$ cat src/rtl/srt4_arbiter_if.sv
// Bundles the two-requester operand/result bus and the shared srt4 divider bus.
// The arbiter uses the slave side; requesters and the divider use the master side.
interface srt4_arbiter_if;
  logic [1:0] req;
  logic [7:0] dividend0;
  logic [7:0] divisor0;
  logic [7:0] dividend1;
  logic [7:0] divisor1;
  logic [1:0] gnt;
  logic [1:0] done;
  logic       err;
  logic [7:0] quotient;
  logic [7:0] remainder;
  logic       div_begin;
  logic [7:0] div_inbus;
  logic [7:0] div_outbus;
  logic       div_end;

  modport slave (
    input  req, dividend0, divisor0, dividend1, divisor1, div_outbus, div_end,
    output gnt, done, err, quotient, remainder, div_begin, div_inbus
  );

  modport master (
    output req, dividend0, divisor0, dividend1, divisor1, div_outbus, div_end,
    input  gnt, done, err, quotient, remainder, div_begin, div_inbus
  );
endinterface

$ cat src/rtl/srt4_arbiter.sv
// Round-robin sequencer sharing one srt4 radix-4 divider between two requesters,
// with divide-by-zero screening and a WAIT-state timeout.
module srt4_arbiter #(
  parameter int unsigned TIMEOUT_CYCLES = 64
) (
  input  logic          clk,
  input  logic          rst_b,
  srt4_arbiter_if.slave bus
);

  typedef enum logic [2:0] {
    S_IDLE, S_CHECK, S_BEGIN, S_LOAD_A, S_LOAD_B, S_WAIT, S_RD_R, S_DONE
  } state_t;

  localparam logic [7:0] TMO_LAST = 8'(TIMEOUT_CYCLES - 1);

  state_t     state_q, state_d;
  logic       last_q, last_d;
  logic       owner_q, owner_d;
  logic [1:0] gnt_q, gnt_d;
  logic [1:0] done_q, done_d;
  logic       err_q, err_d;
  logic [7:0] quotient_q, quotient_d;
  logic [7:0] remainder_q, remainder_d;
  logic       div_begin_q, div_begin_d;
  logic [7:0] div_inbus_q, div_inbus_d;
  logic [7:0] tmo_q, tmo_d;
  logic [7:0] op_a_q, op_a_d;
  logic [7:0] op_b_q, op_b_d;
  logic [7:0] quot_tmp_q, quot_tmp_d;
  logic [1:0] owner_onehot;

  assign owner_onehot = owner_q ? 2'b10 : 2'b01;

  always_comb begin
    state_d     = state_q;
    last_d      = last_q;
    owner_d     = owner_q;
    gnt_d       = gnt_q;
    done_d      = 2'b00;
    err_d       = 1'b0;
    quotient_d  = quotient_q;
    remainder_d = remainder_q;
    div_begin_d = 1'b0;
    div_inbus_d = 8'h00;
    tmo_d       = tmo_q;
    op_a_d      = op_a_q;
    op_b_d      = op_b_q;
    quot_tmp_d  = quot_tmp_q;

    case (state_q)
      S_IDLE: begin
        if (bus.req != 2'b00) begin
          // Both requesting: the one not served last wins.
          owner_d = (bus.req == 2'b11) ? ~last_q : bus.req[1];
          last_d  = owner_d;
          gnt_d   = owner_d ? 2'b10 : 2'b01;
          op_a_d  = owner_d ? bus.dividend1 : bus.dividend0;
          op_b_d  = owner_d ? bus.divisor1  : bus.divisor0;
          state_d = S_CHECK;
        end
      end
      S_CHECK: begin
        if (op_b_q == 8'h00) begin
          quotient_d  = 8'hFF;
          remainder_d = op_a_q;
          err_d       = 1'b1;
          done_d      = owner_onehot;
          gnt_d       = 2'b00;
          state_d     = S_DONE;
        end else begin
          div_begin_d = 1'b1;
          state_d     = S_BEGIN;
        end
      end
      S_BEGIN: begin
        div_inbus_d = op_a_q;
        state_d     = S_LOAD_A;
      end
      S_LOAD_A: begin
        div_inbus_d = op_b_q;
        state_d     = S_LOAD_B;
      end
      S_LOAD_B: begin
        tmo_d   = 8'h00;
        state_d = S_WAIT;
      end
      S_WAIT: begin
        // Quotient is staged so the visible result only changes with done.
        if (bus.div_end) begin
          quot_tmp_d = bus.div_outbus;
          state_d    = S_RD_R;
        end else if (tmo_q == TMO_LAST) begin
          quotient_d  = 8'hFF;
          remainder_d = 8'hFF;
          err_d       = 1'b1;
          done_d      = owner_onehot;
          gnt_d       = 2'b00;
          state_d     = S_DONE;
        end else begin
          tmo_d = tmo_q + 8'h01;
        end
      end
      S_RD_R: begin
        quotient_d  = quot_tmp_q;
        remainder_d = bus.div_outbus;
        done_d      = owner_onehot;
        gnt_d       = 2'b00;
        state_d     = S_DONE;
      end
      S_DONE: begin
        state_d = S_IDLE;
      end
      default: begin
        state_d = S_IDLE;
      end
    endcase
  end

  always_ff @(posedge clk) begin
    if (rst_b) begin
      state_q     <= S_IDLE;
      last_q      <= 1'b1;
      owner_q     <= 1'b0;
      gnt_q       <= 2'b00;
      done_q      <= 2'b00;
      err_q       <= 1'b0;
      quotient_q  <= 8'h00;
      remainder_q <= 8'h00;
      div_begin_q <= 1'b0;
      div_inbus_q <= 8'h00;
      tmo_q       <= 8'h00;
    end else begin
      state_q     <= state_d;
      last_q      <= last_d;
      owner_q     <= owner_d;
      gnt_q       <= gnt_d;
      done_q      <= done_d;
      err_q       <= err_d;
      quotient_q  <= quotient_d;
      remainder_q <= remainder_d;
      div_begin_q <= div_begin_d;
      div_inbus_q <= div_inbus_d;
      tmo_q       <= tmo_d;
    end
  end

  // Operand and staging registers carry data only; they need no reset.
  always_ff @(posedge clk) begin
    op_a_q     <= op_a_d;
    op_b_q     <= op_b_d;
    quot_tmp_q <= quot_tmp_d;
  end

  assign bus.gnt       = gnt_q;
  assign bus.done      = done_q;
  assign bus.err       = err_q;
  assign bus.quotient  = quotient_q;
  assign bus.remainder = remainder_q;
  assign bus.div_begin = div_begin_q;
  assign bus.div_inbus = div_inbus_q;

endmodule

$ cat src/flat_wrapper.sv
// flat-port wrapper written by rule: the top's interface ports become plain ports
module srt4_arbiter_flat 
#(
  parameter int unsigned TIMEOUT_CYCLES = 64
)
  (clk, rst_b, bus_req, bus_dividend0, bus_divisor0, bus_dividend1, bus_divisor1, bus_div_outbus, bus_div_end, bus_gnt, bus_done, bus_err, bus_quotient, bus_remainder, bus_div_begin, bus_div_inbus);
  srt4_arbiter_if bus_i ();
  input  logic clk;
  input  logic rst_b;
  input wire logic [$bits(bus_i.req)-1:0] bus_req;
  input wire logic [$bits(bus_i.dividend0)-1:0] bus_dividend0;
  input wire logic [$bits(bus_i.divisor0)-1:0] bus_divisor0;
  input wire logic [$bits(bus_i.dividend1)-1:0] bus_dividend1;
  input wire logic [$bits(bus_i.divisor1)-1:0] bus_divisor1;
  input wire logic [$bits(bus_i.div_outbus)-1:0] bus_div_outbus;
  input wire logic [$bits(bus_i.div_end)-1:0] bus_div_end;
  output wire logic [$bits(bus_i.gnt)-1:0] bus_gnt;
  output wire logic [$bits(bus_i.done)-1:0] bus_done;
  output wire logic [$bits(bus_i.err)-1:0] bus_err;
  output wire logic [$bits(bus_i.quotient)-1:0] bus_quotient;
  output wire logic [$bits(bus_i.remainder)-1:0] bus_remainder;
  output wire logic [$bits(bus_i.div_begin)-1:0] bus_div_begin;
  output wire logic [$bits(bus_i.div_inbus)-1:0] bus_div_inbus;
  assign bus_i.req = bus_req;
  assign bus_i.dividend0 = bus_dividend0;
  assign bus_i.divisor0 = bus_divisor0;
  assign bus_i.dividend1 = bus_dividend1;
  assign bus_i.divisor1 = bus_divisor1;
  assign bus_i.div_outbus = bus_div_outbus;
  assign bus_i.div_end = bus_div_end;
  assign bus_gnt = bus_i.gnt;
  assign bus_done = bus_i.done;
  assign bus_err = bus_i.err;
  assign bus_quotient = bus_i.quotient;
  assign bus_remainder = bus_i.remainder;
  assign bus_div_begin = bus_i.div_begin;
  assign bus_div_inbus = bus_i.div_inbus;
  srt4_arbiter #(.TIMEOUT_CYCLES(TIMEOUT_CYCLES)) u_core (.clk(clk), .rst_b(rst_b), .bus(bus_i));
endmodule
$ cat config.mk
export PLATFORM = sky130hd
export DESIGN_NAME = srt4_arbiter_flat
export DESIGN_NICKNAME = d
export VERILOG_FILES = /design/src/rtl/srt4_arbiter_if.sv /design/src/rtl/srt4_arbiter.sv /design/src/flat_wrapper.sv
export SDC_FILE = /design/constraint.sdc
export NUM_CORES = 1
export LEC_CHECK = 0
export ABC_AREA = 1
export ABC_CLOCK_PERIOD_IN_PS = 2900
export BUFFER_PORTS_ARGS = -buffer_cell sky130_fd_sc_hd__buf_4
export CORE_ASPECT_RATIO = 1.4
export CORE_UTILIZATION = 46
export DETAILED_ROUTE_END_ITERATION = 10
export MAX_ROUTING_LAYER = met4
export PLACE_DENSITY = 0.69
export SKIP_LAST_GASP = 1
export SLEW_MARGIN = 15
export SYNTH_ARGS = -nofsm -noshare
export SYNTH_HDL_FRONTEND = slang
export SYNTH_SLANG_ARGS = --single-unit
$ cat constraint.sdc
create_clock -name clk -period 2.9 [get_ports clk]
set_clock_uncertainty 0.1 [all_clocks]
set_input_delay 0.435 -clock clk [delete_from_list [all_inputs] [get_ports clk]]
set_output_delay 0.435 -clock clk [all_outputs]
set_load 0.01 [all_outputs]
Word level (Yosys, flattened, before mapping)
Cells that the tools add are included.

Word-level logic and storage cells: 79. Register bits after elaboration: 67.

Multiplexer cells: 34. Bitwise operators: 2. Equality and inequality tests: 15. Reduce and logical (&&, ||, !) cells: 13. $add $sub $neg: 1.

Operators with widths (count): $mux 8 (8); $pmux 8 s3 (2); $pmux 8 s2 (2); $pmux 3 s8 (1); $mux 2 (9); $eq 3x3->1 const B (4); $mux 3 (4); $add 8x1->8 const B (1); $eq 8x6->1 const B (1); $logic_not 8->1 (1); $pmux 2 s4 (1); $eq 3x2->1 const B (2); $ne 2x1->1 const B (3); $pmux 2 s3 (1); $reduce_and 2->1 (3); $mux 1 (5); $reduce_and 5->1 (1); $ne 2x2->1 const B (2); $reduce_and 4->1 (1); $reduce_bool 2->1 (2); $reduce_bool 4->1 (1); $eq 3x1->1 const B (1); $logic_not 3->1 (1); $ne 3x2->1 const B (1); 6 further kinds (7).

Logic depth before layout (Yosys ltp)
Gate-level depths: netlist of the first run.

Word-level depth: 5. Mapped depth: 12. Gate-level depth less buffers: 11.

Least setup slack after synthesis of the first run
OpenSTA, ideal clock, no wires.

Path kind: register to register. Start: register u_core.state_q[0]. End: register u_core.op_a_q[0] (enable). Cell stages (with the launch flop): 7. Clock period less this slack: 2041 ps. Setup slack: 859 ps. Arrival time: 1551 ps. Setup time: 390 ps. Required time: 2410 ps. Cell sequence: dfxtp_1 inv_1 ha_1 inv_1 nor2_1 inv_1 nor2_1.

Longest elaborated chain between the ends: 2.

Ends and longest elaborated chain: start, declared (line srt4_arbiter.sv:17) `state_t state_q, state_d;`; start signal, assigned (line srt4_arbiter.sv:134) `state_q <= state_d;`; $logic_not 3->1 (line srt4_arbiter.sv:51) `case (state_q)`; $reduce_and 2->1 (no source line); end signal, assigned (line srt4_arbiter.sv:150) `op_a_q <= op_a_d;`; end, declared (line srt4_arbiter.sv:28) `logic [7:0] op_a_q, op_a_d;`.

No other way between the ends. A chain may end at the register's enable or synchronous reset.

Worst setup path in the final report of the first run
Start: register u_core.state_q[1]. End: register u_core.remainder_q[6], in the netlist u_core.bus.remainder[6].

Longest elaborated chain between the ends: 3. Elaborated cells on any way between the ends: 9. Those cells by class: 6 x eq/ne; 1 x mux; 2 x reduce/logical.

Ends and longest elaborated chain: $eq 3x3->1 or $eq 3x1->1 (tied branches) (line srt4_arbiter.sv:51); $ne 2x1->1 (no source line), or another cell as far along; $reduce_and 4->1 (no source line); end signal, assigned (line srt4_arbiter.sv:141) `remainder_q <= remainder_d;`; end, declared (line srt4_arbiter.sv:24) `logic [7:0] remainder_q, remainder_d;`.

Parallel ways exist; a longest one is shown, timed or not.

==> flow_metrics.env, run 1 <==
export IMPL_syn_to_final_growth_pct=25.4
export IMPL_placed_cell_area_um2=3860
export IMPL_slew_violations=0
export IMPL_max_freq_mhz=476
export IMPL_die_w_um=72.7
export IMPL_fp_dieArea_um2=7350
export IMPL_synthTopCellsByArea="dfxtp_1 (27%), edfxtp_1 (22%), nand2_1 (16%)"
export IMPL_p_seq_frac=0.405
export IMPL_row_count=35
export IMPL_holdBufCountCts=0
export IMPL_ys_ff_latch=67
export IMPL_min_from="bus_div_outbus[3]"
export IMPL_grt_antenna_before_repair=0
export IMPL_final_common_cell="nand2_1"
export IMPL_grt_pass1_wl_um=11800
export IMPL_worstHoldPathCells=1
export IMPL_synth_simple_gate_area_frac=0.347
export IMPL_clockBufferDepth=2
export IMPL_die_height_um=101
export IMPL_synth_compound_area_frac=0.0419
export IMPL_clock_power_share=0.207
export IMPL_final_cells=613
export IMPL_synth_area_um2=3220
export IMPL_cp_end_kind="flop"
export IMPL_synth_area_mux_share=0
export IMPL_p_per_area_nw_per_um2=882
export IMPL_p_sw_frac=0.372
export IMPL_hold_path_end="u_core.quot_tmp_q[3]$_DFFE_PP_"
export IMPL_synthXorXnorAreaFrac=0.00816
export IMPL_synth_top_area_cell="dfxtp_1"
export IMPL_numCtsBuffers=9
export IMPL_dr_pass1_iters=4
export IMPL_mostFrequentLayoutCells="nand2_1 (139), buf_4 (79), nor2_1 (78), inv_1 (56), dfxtp_1 (43)"
export IMPL_cts_max_level=3
export IMPL_synth_fa_ha_area_frac=0.0194
export IMPL_final_period_utilization=0.724
export IMPL_syn_avg_cell_area_um2=7.31
export IMPL_max_slew_margin=0.613
export IMPL_total_power_w=0.00356
export IMPL_path_clk_slew_ps=70
export IMPL_r2r_slack_ps=800
export IMPL_netSwitchingPower_w=0.00133
export IMPL_clockRootBuffer="clkbuf_8"
export IMPL_grt_pass1_vias=2665
export IMPL_drv_cap=0
export IMPL_yosysTopAreaCellShare=0.267
export IMPL_crit_type="flop to flop"
export IMPL_cts_resized=0
export IMPL_setup_viol=0
export IMPL_ant_nets=0
export IMPL_routed_wl_um=6950
export IMPL_r2r_start="u_core.state_q[1]$_SDFFE_PP0P_"
export IMPL_p_leak_nw=2.00
export IMPL_dr_first_iter_drc_count=134
export IMPL_grt_remaining_overflow=0
export IMPL_ff2ff_path_depth=11
export IMPL_holdWs_ps=179
export IMPL_floorplan_initialDensity=0.484
export IMPL_min_period_ps=2100
export IMPL_port_buffer_count=74
export IMPL_critical_path_arrival_ps=2290
export IMPL_reg2reg_to="u_core.bus.remainder[6]$_SDFFE_PP0P_"
export IMPL_place_hpwl_um=5250
export IMPL_routed_wire_length_per_instance_um=11.3
export IMPL_layout_drive_gt1_share=0.198
export IMPL_clkSinkCount=67
export IMPL_combPwrFrac=0.388
export IMPL_io_pins=75
export IMPL_drc=0
export IMPL_synth_top_family_by_area="simple AND/OR/NAND/NOR gates"
export IMPL_cp_max_fo=17
export IMPL_syn_nets=491
export IMPL_cp_start_kind="flop"
export IMPL_hold_path_class="input pin to flop"
export IMPL_worstPathRequired_ps=3090
export IMPL_synth_cells=441
export IMPL_viasPerCell=4.64
export IMPL_num_vias=2847
export IMPL_grt_total_usage=0.221
export IMPL_outcome="finished, final reports clean"
export IMPL_tns_ps=0
export IMPL_yosysUniqueCellTypes=28
export IMPL_clk_latency_ps=350
export IMPL_cts_setup_buffers=0
export IMPL_place_inst=597
export IMPL_routabilityCongestion=0.893
export IMPL_finalHoldViolCount=0
export IMPL_synth_seq_area_share=0.491
export IMPL_tightest_slew_ps=578
export IMPL_power_internal_w=0.00224
export IMPL_nets=566
export IMPL_irDropWorstVdd_mv=0.372
export IMPL_grt_setup_unrepaired="no"
export IMPL_ys_warn_count=0
export IMPL_antenna_cells=0
export IMPL_tritoncts="yes"
export IMPL_core_um2=6660
export IMPL_fin_area_um2=4040
export IMPL_grt_max_degree=22
## synthesized netlist by cell type
cell and count:
nand2_1 139, nor2_1 78, inv_1 56, dfxtp_1 43, edfxtp_1 24, nand3_1 18
a21oi_1 16, nand4_1 15, o21ai_0 8, clkbuf_1 6, buf_2 5, ha_1 5
nand3b_1 4, nor3_1 4, buf_1 2, clkinv_1 2, inv_2 2, nand2_2 2
nand2_4 2, xor2_1 2, buf_4 1, buf_6 1, nand3_2 1, nand3_4 1
nor2_2 1, o21ai_2 1, o22ai_1 1, xnor2_1 1
## critical path, stage by stage, from the launching register on
cell	delay (ps)
dfxtp_1	390
inv_1	90
ha_1	260
nand2_4	190
inv_2	90
nand2_1	120
nand2_1	80
inv_2	220
nand3_4	220
nand2_1	120
nand2_1	60
nor2_1	90
## final cells by class
class,instances,area [µm²]
inverters,60,225
multi-input cells,299,1340
flip-flops and latches,67,1580
well taps,92,115
clock inverters,6,56.3
clock buffers,10,128
repair buffers,79,593
fillers,644,2620
## routing by layer
| layer | routed length [µm] | up-vias | track usage |
|---|---|---|---|
| met2 | 3430 | 89 | 0.370 |
| met4 | 218 | 0 | 0.133 |
| met3 | 327 | 16 | 0.0350 |
| li1 | - | 1523 | - |
| met1 | 2970 | 1219 | 0.246 |
| met5 | 0 | - | - |
## power groups by stage
stage	Sequential (W)	Combinational [W]	Clock, W
global route	0.00148	0.00160	0.000793
floorplan	0.00149	0.000887	0
global placement	0.00146	0.00137	0
finish	0.00144	0.00138	0.000737
CTS	0.00145	0.00140	0.000757
detailed placement	0.00147	0.00139	0
## logic make-up (layout without fill, tap and decap cells)
| logic type | count (synthesis) | count (layout) |
|---|---|---|
| adder cells (fa/ha/maj) | 5 | 5 |
| buffers and inverters | 75 | 155 |
| AND/OR/NAND/NOR | 265 | 265 |
| AO/OA/AOI/OAI | 26 | 26 |
| XOR/XNOR | 3 | 3 |
| flip-flops | 67 | 67 |
## worst max-delay path by stage
stage,start,end,slack [ps]
after floorplan,u_core.state_q[0]$_SDFFE_PP0P_,u_core.op_a_q[0]$_DFFE_PP_,860
after global placement,u_core.state_q[1]$_SDFFE_PP0P_,u_core.bus.remainder[6]$_SDFFE_PP0P_,870
after detailed placement,u_core.state_q[1]$_SDFFE_PP0P_,u_core.bus.remainder[6]$_SDFFE_PP0P_,810
after CTS,u_core.state_q[1]$_SDFFE_PP0P_,u_core.bus.remainder[6]$_SDFFE_PP0P_,770
after global routing,u_core.state_q[0]$_SDFFE_PP0P_,u_core.bus.quotient[3]$_SDFFE_PP0P_,530
final,u_core.state_q[1]$_SDFFE_PP0P_,u_core.bus.remainder[6]$_SDFFE_PP0P_,800
## sequential cells by signal, indices dropped and copies added (netlist names)
register and count:
u_core.bus.div_begin 1, u_core.bus.div_inbus 8, u_core.bus.done 2, u_core.bus.err 1, u_core.bus.gnt 2, u_core.bus.quotient 8, u_core.bus.remainder 8, u_core.last_q 1
u_core.op_a_q 8, u_core.op_b_q 8, u_core.owner_q 1, u_core.quot_tmp_q 8, u_core.state_q 3, u_core.tmo_q 8
## metrics by stage
step / setup slack [ps] / utilization
floorplan: 859 / -
global placement: 865 / 0.579
detailed placement: 808 / 0.579
CTS: 772 / 0.607
global route: 527 / 0.607
finish: 799 / 0.607
Power figures use the tool's default switching activity.
==> run 2: changes to the inputs <==
--- a/config.mk
+++ b/config.mk
@@ -6,13 +6,13 @@
 export NUM_CORES = 1
 export LEC_CHECK = 0
 export ABC_AREA = 1
-export ABC_CLOCK_PERIOD_IN_PS = 2900
+export ABC_CLOCK_PERIOD_IN_PS = 1700
 export BUFFER_PORTS_ARGS = -buffer_cell sky130_fd_sc_hd__buf_4
 export CORE_ASPECT_RATIO = 1.4
 export CORE_UTILIZATION = 46
 export DETAILED_ROUTE_END_ITERATION = 10
 export MAX_ROUTING_LAYER = met4
-export PLACE_DENSITY = 0.69
+export PLACE_DENSITY = 0.72
 export SKIP_LAST_GASP = 1
 export SLEW_MARGIN = 15
 export SYNTH_ARGS = -nofsm -noshare
==> constraint.sdc (replaced) <==
create_clock -name clk -period 1.7 [get_ports clk]
set_clock_uncertainty 0.1 [all_clocks]
set_input_delay 0.255 -clock clk [delete_from_list [all_inputs] [get_ports clk]]
set_output_delay 0.255 -clock clk [all_outputs]
set_load 0.01 [all_outputs]
==> flow_metrics.env, run 2 (same netlist as run 1, synthesis figures left out) <==
export IMPL_cpPeakStageDelay_ps=380
export IMPL_layout_drive_gt1_share=0.265
export IMPL_cp_end_kind="flop"
export IMPL_min_from="bus_div_outbus[2]"
export IMPL_hold_path_class="input pin to flop"
export IMPL_io_pins=75
export IMPL_critical_path_arrival_ps=1730
export IMPL_min_period_ps=1590
export IMPL_viasPerCell=4.84
export IMPL_p_leak_nw=2.16
export IMPL_num_vias=3074
export IMPL_dr_first_iter_drc_count=204
export IMPL_final_cells=635
export IMPL_path_clk_slew_ps=80
export IMPL_grt_pass1_vias=2865
export IMPL_irDropWorstVdd_mv=0.676
export IMPL_max_slew_margin=0.678
export IMPL_finalHoldViolCount=0
export IMPL_tightest_slew_ps=480
export IMPL_outcome="finished, final reports clean"
export IMPL_tritoncts="yes"
export IMPL_die_w_um=72.7
export IMPL_crit_start="u_core.tmo_q[0]$_SDFFE_PP0P_"
export IMPL_ff2ff_path_depth=9
export IMPL_place_inst=608
export IMPL_slew_violations=0
export IMPL_routabilityCongestion=0.990
export IMPL_max_freq_mhz=629
export IMPL_drc=0
export IMPL_n_fill_cell=576
export IMPL_place_hpwl_um=5560
export IMPL_worstPathRequired_ps=1850
export IMPL_final_common_cell="nand2_1"
export IMPL_core_um2=6660
export IMPL_row_count=35
export IMPL_setup_viol=0
export IMPL_cts_max_level=3
export IMPL_placed_cell_area_um2=4000
export IMPL_die_height_um=101
export IMPL_cp_cell_sequence="ha_4 -> inv_1 -> nor2_4 -> nand3_4 -> nand2_8 -> buf_12 -> nand4_1 -> nand2_1 -> nor2_1"
export IMPL_r2r_slack_ps=110
export IMPL_nets=588
export IMPL_worstHoldPathCells=1
export IMPL_cp_max_fo=8
export IMPL_grt_setup_unrepaired="yes"
export IMPL_floorplan_initialDensity=0.484
export IMPL_grt_pass1_wl_um=12600
export IMPL_final_period_utilization=0.935
export IMPL_r2r_start="u_core.tmo_q[0]$_SDFFE_PP0P_"
export IMPL_grt_antenna_before_repair=0
export IMPL_clk_latency_ps=340
export IMPL_clkSinkCount=67
export IMPL_routed_wl_um=7870
export IMPL_crit_path_top_delay_cell="dfxtp_4"
export IMPL_dr_pass1_iters=5
export IMPL_reg2reg_to="u_core.bus.quotient[6]$_SDFFE_PP0P_"
export IMPL_clockRootBuffer="clkbuf_8"
export IMPL_hold_path_end="u_core.quot_tmp_q[2]$_DFFE_PP_"
export IMPL_syn_to_final_growth_pct=39.0
export IMPL_p_per_area_nw_per_um2=1530
export IMPL_drv_cap=0
export IMPL_cp_start_kind="flop"
export IMPL_grt_total_usage=0.230
export IMPL_antenna_cells=0
export IMPL_numCtsBuffers=9
export IMPL_fp_dieArea_um2=7350
export IMPL_fin_area_um2=4480
export IMPL_grt_remaining_overflow=0
export IMPL_mostFrequentLayoutCells="nand2_1 (134), buf_4 (88), nor2_1 (72), inv_1 (54), dfxtp_1 (37)"
export IMPL_port_buffer_count=74
export IMPL_ant_nets=0
export IMPL_routed_wire_length_per_instance_um=12.4
export IMPL_grt_max_degree=22
export IMPL_crit_type="flop to flop"
export IMPL_clockBufferDepth=2
-- run 2: power by group --
group	leakage, nW	switching (W)	total [W]	internal [W]
Sequential	0.582	0.000291	0.00251	0.00222
Clock	0.103	0.000601	0.00142	0.000820
Combinational	1.47	0.00163	0.00294	0.00131
-- run 2: worst max-delay path by stage --
stage,cells past startpoint,end
6_report,9,u_core.bus.quotient[6]$_SDFFE_PP0P_
5_1_grt,11,u_core.bus.gnt[0]$_SDFFE_PP0P_
4_1_cts,9,u_core.bus.remainder[7]$_SDFFE_PP0P_
3_5_place_dp,11,u_core.bus.gnt[0]$_SDFFE_PP0P_
3_3_place_gp,11,u_core.bus.gnt[0]$_SDFFE_PP0P_
2_1_floorplan,11,u_core.bus.remainder[6]$_SDFFE_PP0P_
-- run 2: through the flow --
step,utilization,worst slack (ps),hold slack [ps],TNS [ps],total power (W)
after global routing,0.673,-47.2,3.26,-108,0.00742
after floorplan,-,49.7,254,0,0.00407
final,0.673,111,17.8,0,0.00687
after global placement,0.600,-27.5,352,-53.9,0.00504
after CTS,0.638,-14.0,1.19,-33.6,0.00656
after detailed placement,0.600,-50.4,352,-141,0.00510
-- run 2: worst max-delay path, delay by kind of cell, from the launching register on --
kind	cells	cell delay, ps
adders and majority gates	1	150
DFF	1	380
buffers and inverters	2	190
and+or+nand+nor	6	670
-- run 2: repair_timing --
action / in CTS / in global routing
resized for setup: 2 / 36
hold endpoints to repair: 3 / 2
setup buffers: 0 / 3
pin swaps: 0 / 9
setup endpoints to repair: 24 / 47
cloned: 0 / 3
hold buffers: 3 / 2
-- run 2: final cells by class --
type                       instances  area [µm²]  area share
tap                               92         115      0.0257
clock inverter                     7        92.6      0.0207
timing repair buffer             100         852       0.190
inverter                          60         230      0.0514
sequential                        67        1590       0.355
clock buffer                       9         124      0.0277
multi-input combinational        300        1470       0.329
-- run 2: metal layers --
metal  share of wire  up-vias  GRT usage
li1                -     1568          -
met1            0.37     1375      0.235
met2            0.55      118      0.409
met3           0.058       13     0.0610
met4           0.018        0     0.0965
met5               0        -          -
==> run 3: changes to the inputs <==
--- a/config.mk
+++ b/config.mk
@@ -5,14 +5,13 @@
 export SDC_FILE = /design/constraint.sdc
 export NUM_CORES = 1
 export LEC_CHECK = 0
-export ABC_AREA = 1
-export ABC_CLOCK_PERIOD_IN_PS = 1700
+export ABC_CLOCK_PERIOD_IN_PS = 1500
 export BUFFER_PORTS_ARGS = -buffer_cell sky130_fd_sc_hd__buf_4
 export CORE_ASPECT_RATIO = 1.4
 export CORE_UTILIZATION = 46
 export DETAILED_ROUTE_END_ITERATION = 10
 export MAX_ROUTING_LAYER = met4
-export PLACE_DENSITY = 0.72
+export PLACE_DENSITY = 0.7
 export SKIP_LAST_GASP = 1
 export SLEW_MARGIN = 15
 export SYNTH_ARGS = -nofsm -noshare
==> constraint.sdc (replaced) <==
create_clock -name clk -period 1.5 [get_ports clk]
set_clock_uncertainty 0.1 [all_clocks]
set_input_delay 0.225 -clock clk [delete_from_list [all_inputs] [get_ports clk]]
set_output_delay 0.225 -clock clk [all_outputs]
set_load 0.01 [all_outputs]
==> flow_metrics.env, run 3 <==
export IMPL_outcome="complete, but fails checks"
export IMPL_violations="negative setup slack"
export IMPL_ys_warn_count=0
export IMPL_synth_area_um2=2990
export IMPL_cp_max_fo=8
export IMPL_placed_cell_area_um2=3980
export IMPL_synth_top_area_cell="dfxtp_1"
export IMPL_port_buffer_count=74
export IMPL_finalHoldViolCount=0
export IMPL_routabilityCongestion=0.833
export IMPL_power_internal_w=0.00513
export IMPL_clockRootBuffer="clkbuf_8"
export IMPL_min_from="bus_dividend0[0]"
export IMPL_final_period_utilization=1.15
export IMPL_tightest_slew_ps=321
export IMPL_grt_total_usage=0.236
export IMPL_io_pins=75
export IMPL_setup_ws_ps=-222
export IMPL_yosysMostFrequentCell="dfxtp_1"
export IMPL_routed_wl_um=7840
export IMPL_fin_area_um2=4690
export IMPL_p_per_area_nw_per_um2=1610
export IMPL_grt_max_degree=20
export IMPL_cp_end_kind="flop"
export IMPL_yosysTopAreaCellShare=0.288
export IMPL_drv_cap=0
export IMPL_place_hpwl_um=4980
export IMPL_cts_max_level=3
export IMPL_gr_usage_met1=0.261
export IMPL_synth_cells=256
export IMPL_synth_seq_area_share=0.529
export IMPL_floorplan_initialDensity=0.478
export IMPL_cp_cell_sequence="nor4_4 -> and3_4 -> o21a_4 -> mux2i_1"
export IMPL_grt_antenna_before_repair=0
export IMPL_syn_nets=306
export IMPL_clk_latency_ps=350
export IMPL_die_height_um=97.4
export IMPL_row_count=34
export IMPL_mostFrequentLayoutCells="buf_4 (115), dfxtp_1 (38), edfxtp_1 (24), nor2_1 (18), mux2_2 (16)"
export IMPL_nets=437
export IMPL_place_inst=429
export IMPL_clock_power_share=0.234
export IMPL_crit_type="flop to flop"
export IMPL_grt_use_met2=0.403
export IMPL_grt_setup_unrepaired="yes"
export IMPL_grt_pass1_wl_um=12100
export IMPL_gr_usage_met3=0.0560
export IMPL_p_sw_frac=0.322
export IMPL_ant_nets=0
export IMPL_slew_violations=0
export IMPL_p_leak_nw=1.85
export IMPL_path_clk_slew_ps=80
export IMPL_cpPeakStageDelay_ps=430
export IMPL_drc=0
export IMPL_synth_edf_count=24
export IMPL_crit_path_top_delay_cell="edfxtp_1"
export IMPL_grt_busiest_layer="met2"
export IMPL_viasPerCell=5.60
export IMPL_synth_commonest_cells="dfxtp_1 (43), edfxtp_1 (24), nor2_1 (21), mux2_2 (16), nand2_1 (14)"
export IMPL_setup_viol=42
export IMPL_clkSinkCount=67
export IMPL_layout_drive_gt1_share=0.548
export IMPL_die_w_um=70.1
export IMPL_p_seq_frac=0.358
export IMPL_worstPathRequired_ps=1670
export IMPL_routed_wire_length_per_instance_um=16.9
export IMPL_crit_start="u_core.op_b_q[5]$_DFFE_PP_"
export IMPL_critical_path_arrival_ps=1890
export IMPL_ys_ff_latch=67
export IMPL_netSwitchingPower_w=0.00244
export IMPL_core_um2=6250
export IMPL_grt_pass1_vias=2593
export IMPL_combPwrFrac=0.407
export IMPL_final_common_cell="buf_4"
export IMPL_hold_path_class="input pin to flop"
export IMPL_dr_first_iter_drc_count=168
export IMPL_r2r_start="u_core.op_b_q[5]$_DFFE_PP_"
export IMPL_max_freq_mhz=581
export IMPL_num_vias=2597
export IMPL_fin_util=0.750
export IMPL_tritoncts="yes"
export IMPL_syn_avg_cell_area_um2=11.7
export IMPL_min_period_ps=1720
export IMPL_irDropWorstVdd_mv=1.14
export IMPL_final_cells=464
export IMPL_antenna_cells=0
export IMPL_synthTopCellsByArea="dfxtp_1 (29%), edfxtp_1 (24%), mux2_2 (6.0%)"
export IMPL_cp_start_kind="flop"
export IMPL_max_slew_margin=0.786
export IMPL_syn_to_final_growth_pct=57.0
export IMPL_fp_dieArea_um2=6830
export IMPL_synth_async_reset_ratio=0
export IMPL_synth_top_flop_cell="dfxtp_1"
export IMPL_yosysUniqueCellTypes=51
export IMPL_clockBufferDepth=2
export IMPL_numCtsBuffers=9
export IMPL_dr_pass1_iters=4
export IMPL_grt_remaining_overflow=0
-- run 3: final timing paths --
| check | endpoint | slack [ps] | cells after the start |
|---|---|---|---|
| setup reg to reg | u_core.bus.remainder[2]$_SDFFE_PP0P_ | -220 | 4 |
| hold / removal | u_core.op_a_q[0]$_DFFE_PP_ | 70 | 2 |
| setup / recovery | u_core.bus.remainder[2]$_SDFFE_PP0P_ | -220 | 4 |
| hold reg to reg | u_core.bus.remainder[0]$_SDFFE_PP0P_ | 360 | 2 |
-- run 3: per-stage QoR --
stage	total power [W]	worst slack [ps]	setup TNS, ps	hold WS [ps]
CTS	0.00717	-171	-3030	45.1
finish	0.00757	-222	-5190	70.1
global placement	0.00504	-148	-4270	315
floorplan	0.00408	-131	-1560	224
detailed placement	0.00508	-194	-4980	314
global route	0.00791	-293	-8130	63.2
-- run 3: what timing repair did --
item | 4_1_cts | 5_1_grt
gates cloned | 1 | 1
hold buffers | 8 | 0
pin swaps | 13 | 19
setup endpoints to repair | 47 | 64
hold endpoints to repair | 8 | 0
setup buffers | 5 | 6
gates resized for setup | 27 | 32
-- run 3: cell type report --
cell class,instances,area [µm²]
Multi-Input combinational cell,167,1640
Sequential cell,67,1590
Fill cell,425,1560
Timing Repair Buffer,132,1090
Clock buffer,11,153
Tap cell,72,90.1
Clock inverter,5,85.1
Inverter,10,42.5
-- run 3: power groups by stage --
| stage | Clock [W] | Combinational, W | Sequential [W] |
|---|---|---|---|
| finish | 0.00177 | 0.00308 | 0.00271 |
| global route | 0.00187 | 0.00328 | 0.00276 |
| CTS | 0.00180 | 0.00267 | 0.00270 |
| detailed placement | 0 | 0.00237 | 0.00271 |
| global placement | 0 | 0.00233 | 0.00271 |
| floorplan | 0 | 0.00132 | 0.00276 |
-- run 3: logic make-up (layout without fill, tap and decap cells) --
group / count (synthesis) / after routing / synth area share
and+or+nand+nor: 68 / 68 / 0.137
DFF: 67 / 67 / 0.529
AOI/OAI and AO/OA: 65 / 66 / 0.175
muxes: 23 / 23 / 0.0838
buffers and inverters: 23 / 158 / 0.0389
adders and majority gates: 5 / 5 / 0.0209
xor gates and xnor gates: 5 / 5 / 0.0147
-- run 3: per-layer routing --
metal | share of wire | wire, µm
met5 | 0 | 0
met4 | 0.022 | 176
met3 | 0.041 | 322
met2 | 0.52 | 4090
met1 | 0.41 | 3250
-- run 3: worst max-delay path: cells and delay by family, from the launching register on --
kind               cells  cell delay [ps]
DFF                    1              430
and+or+nand+nor        2              650
AOI/OAI and AO/OA      1              230
muxes                  1              230
